[src/rtl/fmul_pkg.sv]
// Shared types for the FMUL32 operand-issue path.
//   OPC_W / RMODE_W : FMUL32 opcode and rounding-mode widths
//   seq_state_t     : issue sequencer states
//   fmul_req_t      : request payload at the default DATA_W/TAG_W
package fmul_pkg;

   localparam int unsigned OPC_W      = 2;
   localparam int unsigned RMODE_W    = 2;
   localparam int unsigned DEF_DATA_W = 32;
   localparam int unsigned DEF_TAG_W  = 4;

   typedef enum logic [1:0] {
      IDLE  = 2'd0,
      ISSUE = 2'd1,
      HOLD  = 2'd2
   } seq_state_t;

   typedef struct packed {
      logic [DEF_DATA_W-1:0] op1;
      logic [DEF_DATA_W-1:0] op2;
      logic [OPC_W-1:0]      opc;
      logic [RMODE_W-1:0]    rmode;
      logic [DEF_TAG_W-1:0]  tag;
   } fmul_req_t;

endpackage

[src/rtl/fmul_op_sequencer_fifo.sv]
// Synchronous request FIFO for the operand sequencer.
//   clk, rst            : clock, synchronous active-high reset
//   push, push_data     : write an entry (ignored when full)
//   pop, pop_data       : read the head entry (pop ignored when empty; pop_data is the head)
//   count, full, empty  : occupancy from registered state
module fmul_req_fifo
   import fmul_pkg::*;
#(
   parameter type         entry_t = fmul_req_t,
   parameter int unsigned DEPTH   = 4
) (
   input  logic                     clk,
   input  logic                     rst,
   input  logic                     push,
   input  entry_t                   push_data,
   input  logic                     pop,
   output entry_t                   pop_data,
   output logic [$clog2(DEPTH):0]   count,
   output logic                     full,
   output logic                     empty
);

   localparam int unsigned PTR_W = $clog2(DEPTH);
   localparam int unsigned CNT_W = PTR_W + 1;

   entry_t           mem [DEPTH];
   logic [PTR_W-1:0] wr_ptr;
   logic [PTR_W-1:0] rd_ptr;
   logic [CNT_W-1:0] count_q;
   logic             push_ok;
   logic             pop_ok;

   assign full     = (count_q == CNT_W'(DEPTH));
   assign empty    = (count_q == '0);
   assign push_ok  = push && !full;
   assign pop_ok   = pop && !empty;
   assign count    = count_q;
   assign pop_data = mem[rd_ptr];

   // Pointers wrap naturally because DEPTH is a power of two.
   always_ff @(posedge clk) begin
      if (rst) begin
         wr_ptr  <= '0;
         rd_ptr  <= '0;
         count_q <= '0;
      end else begin
         if (push_ok) wr_ptr <= wr_ptr + PTR_W'(1);
         if (pop_ok)  rd_ptr <= rd_ptr + PTR_W'(1);
         case ({push_ok, pop_ok})
            2'b10:   count_q <= count_q + CNT_W'(1);
            2'b01:   count_q <= count_q - CNT_W'(1);
            default: count_q <= count_q;
         endcase
      end
   end

   // Storage is not reset; only the pointers define validity.
   always_ff @(posedge clk) begin
      if (push_ok) mem[wr_ptr] <= push_data;
   end

endmodule

[src/rtl/fmul_op_sequencer.sv]
// Operand-issue stage in front of FMUL32: queues requests, issues one at a time,
// holds operands for MUL_LAT cycles, then returns result/val/tag under valid/ready.
//   in_*       : request channel (valid/ready) with operands, opcode, rounding mode, tag
//   mul_*      : registered operands to FMUL32; mul_result/mul_val come back from it
//   out_*      : completion channel (valid/ready) with captured result, val and tag
//   fifo_count : queued entries; busy : work queued or in flight
module fmul_op_sequencer
   import fmul_pkg::*;
#(
   parameter int unsigned DATA_W  = DEF_DATA_W,
   parameter int unsigned DEPTH   = 4,
   parameter int unsigned TAG_W   = DEF_TAG_W,
   parameter int unsigned MUL_LAT = 1
) (
   input  logic                   clk,
   input  logic                   rst,
   input  logic                   in_valid,
   output logic                   in_ready,
   input  logic [DATA_W-1:0]      in_op1,
   input  logic [DATA_W-1:0]      in_op2,
   input  logic [OPC_W-1:0]       in_opc,
   input  logic [RMODE_W-1:0]     in_rmode,
   input  logic [TAG_W-1:0]       in_tag,
   output logic [DATA_W-1:0]      mul_op1,
   output logic [DATA_W-1:0]      mul_op2,
   output logic [OPC_W-1:0]       mul_opc,
   output logic [RMODE_W-1:0]     mul_rmode,
   input  logic [DATA_W-1:0]      mul_result,
   input  logic                   mul_val,
   output logic                   out_valid,
   input  logic                   out_ready,
   output logic [DATA_W-1:0]      out_result,
   output logic                   out_val,
   output logic [TAG_W-1:0]       out_tag,
   output logic [$clog2(DEPTH):0] fifo_count,
   output logic                   busy
);

   localparam int unsigned LAT_W = $clog2(MUL_LAT + 1);

   typedef struct packed {
      logic [DATA_W-1:0]  op1;
      logic [DATA_W-1:0]  op2;
      logic [OPC_W-1:0]   opc;
      logic [RMODE_W-1:0] rmode;
      logic [TAG_W-1:0]   tag;
   } req_t;

   seq_state_t       state_q;
   seq_state_t       state_d;
   logic [LAT_W-1:0] lat_q;
   logic [LAT_W-1:0] lat_d;
   logic             pop;
   logic             capture;
   logic             push;
   logic             full;
   logic             empty;
   req_t             push_req;
   req_t             head;
   logic [TAG_W-1:0] cur_tag;

   assign push     = in_valid && in_ready;
   assign push_req = '{op1: in_op1, op2: in_op2, opc: in_opc, rmode: in_rmode, tag: in_tag};

   fmul_req_fifo #(
      .entry_t (req_t),
      .DEPTH   (DEPTH)
   ) u_fifo (
      .clk       (clk),
      .rst       (rst),
      .push      (push),
      .push_data (push_req),
      .pop       (pop),
      .pop_data  (head),
      .count     (fifo_count),
      .full      (full),
      .empty     (empty)
   );

   // State register
   always_ff @(posedge clk) begin
      if (rst) begin
         state_q <= IDLE;
         lat_q   <= '0;
      end else begin
         state_q <= state_d;
         lat_q   <= lat_d;
      end
   end

   // Next-state: pop on IDLE or on a completed handshake so issue is back-to-back
   always_comb begin
      state_d = state_q;
      lat_d   = lat_q;
      pop     = 1'b0;
      capture = 1'b0;
      case (state_q)
         IDLE: begin
            if (!empty) begin
               pop     = 1'b1;
               state_d = ISSUE;
               lat_d   = LAT_W'(MUL_LAT);
            end
         end
         ISSUE: begin
            if (lat_q == '0) begin
               capture = 1'b1;
               state_d = HOLD;
            end else begin
               lat_d = lat_q - LAT_W'(1);
            end
         end
         HOLD: begin
            if (out_ready) begin
               if (!empty) begin
                  pop     = 1'b1;
                  state_d = ISSUE;
                  lat_d   = LAT_W'(MUL_LAT);
               end else begin
                  state_d = IDLE;
               end
            end
         end
         default: state_d = IDLE;
      endcase
   end

   // Outputs decoded from registered state and occupancy
   always_comb begin
      out_valid = (state_q == HOLD);
      busy      = (state_q != IDLE) || !empty;
      in_ready  = !full;
   end

   // Operand and completion capture registers; mul_* keep the last issue
   always_ff @(posedge clk) begin
      if (rst) begin
         mul_op1    <= '0;
         mul_op2    <= '0;
         mul_opc    <= '0;
         mul_rmode  <= '0;
         cur_tag    <= '0;
         out_result <= '0;
         out_val    <= 1'b0;
         out_tag    <= '0;
      end else begin
         if (pop) begin
            mul_op1   <= head.op1;
            mul_op2   <= head.op2;
            mul_opc   <= head.opc;
            mul_rmode <= head.rmode;
            cur_tag   <= head.tag;
         end
         if (capture) begin
            out_result <= mul_result;
            out_val    <= mul_val;
            out_tag    <= cur_tag;
         end
      end
   end

endmodule

[config.mk]
export PLATFORM = sky130hd
export DESIGN_NAME = fmul_op_sequencer
export DESIGN_NICKNAME = d
export VERILOG_FILES = /design/src/rtl/fmul_pkg.sv /design/src/rtl/fmul_op_sequencer_fifo.sv /design/src/rtl/fmul_op_sequencer.sv
export SDC_FILE = /design/constraint.sdc
export NUM_CORES = 1
export LEC_CHECK = 0
export ABC_AREA = 1
export CAP_MARGIN = 25
export CORE_UTILIZATION = 60
export CTS_BUF_LIST = sky130_fd_sc_hd__clkbuf_4 sky130_fd_sc_hd__clkbuf_8
export DETAILED_ROUTE_END_ITERATION = 7
export HOLD_SLACK_MARGIN = 0.15
export PLACE_DENSITY = 0.86
export SLEW_MARGIN = 20
export SYNTH_ARGS = -nofsm -noshare
export SYNTH_HDL_FRONTEND = slang
export SYNTH_HIERARCHICAL = 1
export SYNTH_SLANG_ARGS = --single-unit
[constraint.sdc]
create_clock -name clk -period 8.1 [get_ports clk]
set_clock_uncertainty 0.1 [all_clocks]
set_input_delay 1.215 -clock clk [delete_from_list [all_inputs] [get_ports clk]]
set_output_delay 1.215 -clock clk [all_outputs]
set_load 0.05 [all_outputs]
==> metrics.md <==
| Metric | Value |
|---|---|
| Largest net degree at the start of global routing | 114 |
| Post-CTS Setup Inserts | 0 |
| Register share of total power | 37.1% |
| Routed Wire Length | 35.5 mm |
| Post-synth EDFFs | 288 |
| Worst-margin pin slew | 0.947 ns |
| Slew headroom | 36.9% |
| Switching Share | 39.8% |
| P_leak | 7.74 nW |
| Synthesized area per cell | 11.0 um^2 |
| Clk slew on worst S/H paths | 0.05 ns |
| Top_reg_cell synth | edfxtp_1 |
| Max Cap Violations | 0 |
| Yosys warnings | 6 |
| # DRC | 0 |
| Worst setup EP type | output pin |
| Initial DRC Count | 801 |
| Setup_tns | 0 ns |
| Vias in the first global route | 11,300 |
| Clock power frac | 22.8% |
| Post-synth top area share | 52.7% |
| Cell accounting for the most synthesized area | edfxtp_1 |
| Via Count | 11,400 |
| Count of cell types in the netlist | 26 |
| Tmin final | 3.59 ns |
| Top cells by count, synth | edfxtp_1, nor2_1, nand2_1 |
| Filler cell count | 1,740 |
| Outcome | complete, no violations |
| P_int | 4.71 mW |
| CTS buffer count | 66 |
| Hold-fix buffers, CTS | 0 |
| Worst min path class | reg -> reg |
| Initial antenna violation count | 6 |
| Area contributors post-synth | edfxtp_1, dfxtp_1, nor2_1 |
| Asr flop ratio synth | 0% |
| Yosys reg bits | 409 |
| Vias per cell | 5.45 |
| Total Routing Usage GR | 25.2% |
| Initial Utilization | 61.0% |
| Crit path DAT | 2.27 ns |
| P_sw | 3.11 mW |
| Synth Instances | 1,494 |
| Die area | 28,000 um^2 |
| Fin Hold WS | 0.377 ns |
| Count leader, synth | edfxtp_1 |
| Gr ovfl total | 0 |
| P&R area growth vs syn | 22.4% |
| First-pass GRT wire length | 55.7 mm |
| Combinational Power Share | 40.1% |
| Slew Limit Fails | 0 |
| Share of cells above drive strength 1 | 13.7% |
| CTS root buf | clkbuf_8 |
| CTS HTree Levels | 3 |
| Die Y | 167 um |
| Post-DR wirelength/cell | 16.9 um |
| Hpwl dp | 20.3 mm |
| Final setup fails | 0 |
| Fmax | 279 MHz |
| Syn Nets | 1,609 |
| CP startpoint kind | flop |
| Later-pin clock latency in the skew report | 0.58 ns |
| Resize count post-CTS | 0 |
| RSZ-0062 raised after global routing | no |
| # clock sinks | 409 |
| Num ports | 220 |
| PD cells | 390 nW/um^2 |
| Core box area | 26,900 um^2 |
| Clock buffer depth | 3 |
| Top fanout value on the critical path | 4 |
| CTS tree | built |
| # nets final | 1,815 |
| Critical path class | reg -> out |
| IO Port Bufs | 219 |
| Worst VDD drop | 0.316 mV |
| Chip Width | 167 um |
| 1st-pass router iterations | 5 |
| Routed Antenna Nets | 0 |
| Final Hold Violating Endpoints | 0 |
| Num rows | 60 |
| Sequential area share after synthesis | 67.5% |
| Final Cycle Share | 44.3% |
| Placer congestion estimate | 0.748 |
| Worst Path Required | 6.78 ns |
| Post-synthesis cell area | 16,400 um^2 |
==> sequential cells by signal, indices dropped and copies added (netlist names), named ones only <==
register       flops
out_tag            4
u_fifo/count       3
cur_tag            4
state_q            2
mul_rmode          2
out_val            1
mul_op2           32
u_fifo/rd_ptr      2
u_fifo/wr_ptr      2
out_result        32
mul_opc            2
u_fifo/mem       288
lat_q              1
mul_op1           32
==> power by group through the flow <==
stage	sequential, mW	combinational [mW]	clock [mW]
floorplan	3.57	1.71	0
global route	2.95	3.41	1.91
detailed placement	2.94	3.10	0
finish	2.90	3.13	1.79
global placement	2.92	3.02	0
CTS	2.91	3.12	1.82
==> area by class of cell <==
class / instances / area [um^2] / area share (%)
multi-input cells: 852 / 4320 / 21.5
repair buffers: 234 / 2350 / 11.7
diodes: 3 / 7.51 / 0.0374
well taps: 341 / 427 / 2.13
clock inverters: 23 / 150 / 0.748
flip-flops and latches: 409 / 11100 / 55.2
inverters: 137 / 524 / 2.61
clock buffers: 98 / 1220 / 6.07
==> kinds of logic after synthesis <==
kind of cell | Yosys count | share of synthesized area (%)
adder cells (fa/ha/maj) | 6 | 0.503
AND/OR/NAND/NOR | 547 | 14.0
AO/OA/AOI/OAI | 299 | 11.6
buffers and inverters | 233 | 6.42
flip-flops | 409 | 67.5
==> through the flow <==
step	util, %	power [mW]	std cells	area [um^2]	setup WS (ns)
floorplan	-	5.27	1494	16400	2.93
global placement	69.3	5.94	1970	18600	4.26
detailed placement	69.4	6.05	1971	18600	4.23
CTS	74.5	7.85	2092	20000	4.47
global route	74.7	8.27	2096	20100	4.36
finish	74.7	7.83	2097	20100	4.51
==> metal layers <==
| metal | track usage (%) | share of wire (%) |
|---|---|---|
| met1 | 30.6 | 40 |
| met2 | 43.5 | 50 |
| met3 | 5.98 | 8.0 |
| met4 | 10.2 | 2.0 |
| met5 | 0 | 0.11 |
==> worst paths after layout <==
check	startpoint	end	slack, ns	depth (start not counted)
worst min register to register	mul_op1[18]	mul_op1[18]	0.38	2
worst max-delay path	u_fifo/count[2]	busy	4.51	5
worst min-delay path	mul_op1[18]	mul_op1[18]	0.38	2
worst max register to register	flop	mul_op1[26]	5.00	8
==> layout by cell type, fill, tap and decap left out, types with 77 or more instances in the layout <==
master           count
nand2_1            163
inv_1              134
a21oi_1             80
nor2_1             248
clkdlybuf4s50_1    219
edfxtp_1           288
clkbuf_8            77
dfxtp_1            119
o21ai_0            137
nand3_1             79
==> critical path, stage by stage, from the launching register on <==
cell and delay, ns:
dfxtp_1 0.36, inv_1 0.09, nand2_1 0.15, inv_1 0.13, nand3_1 0.14, clkdlybuf4s50_1 0.83
Note: power is estimated with default switching activity, not from simulation.
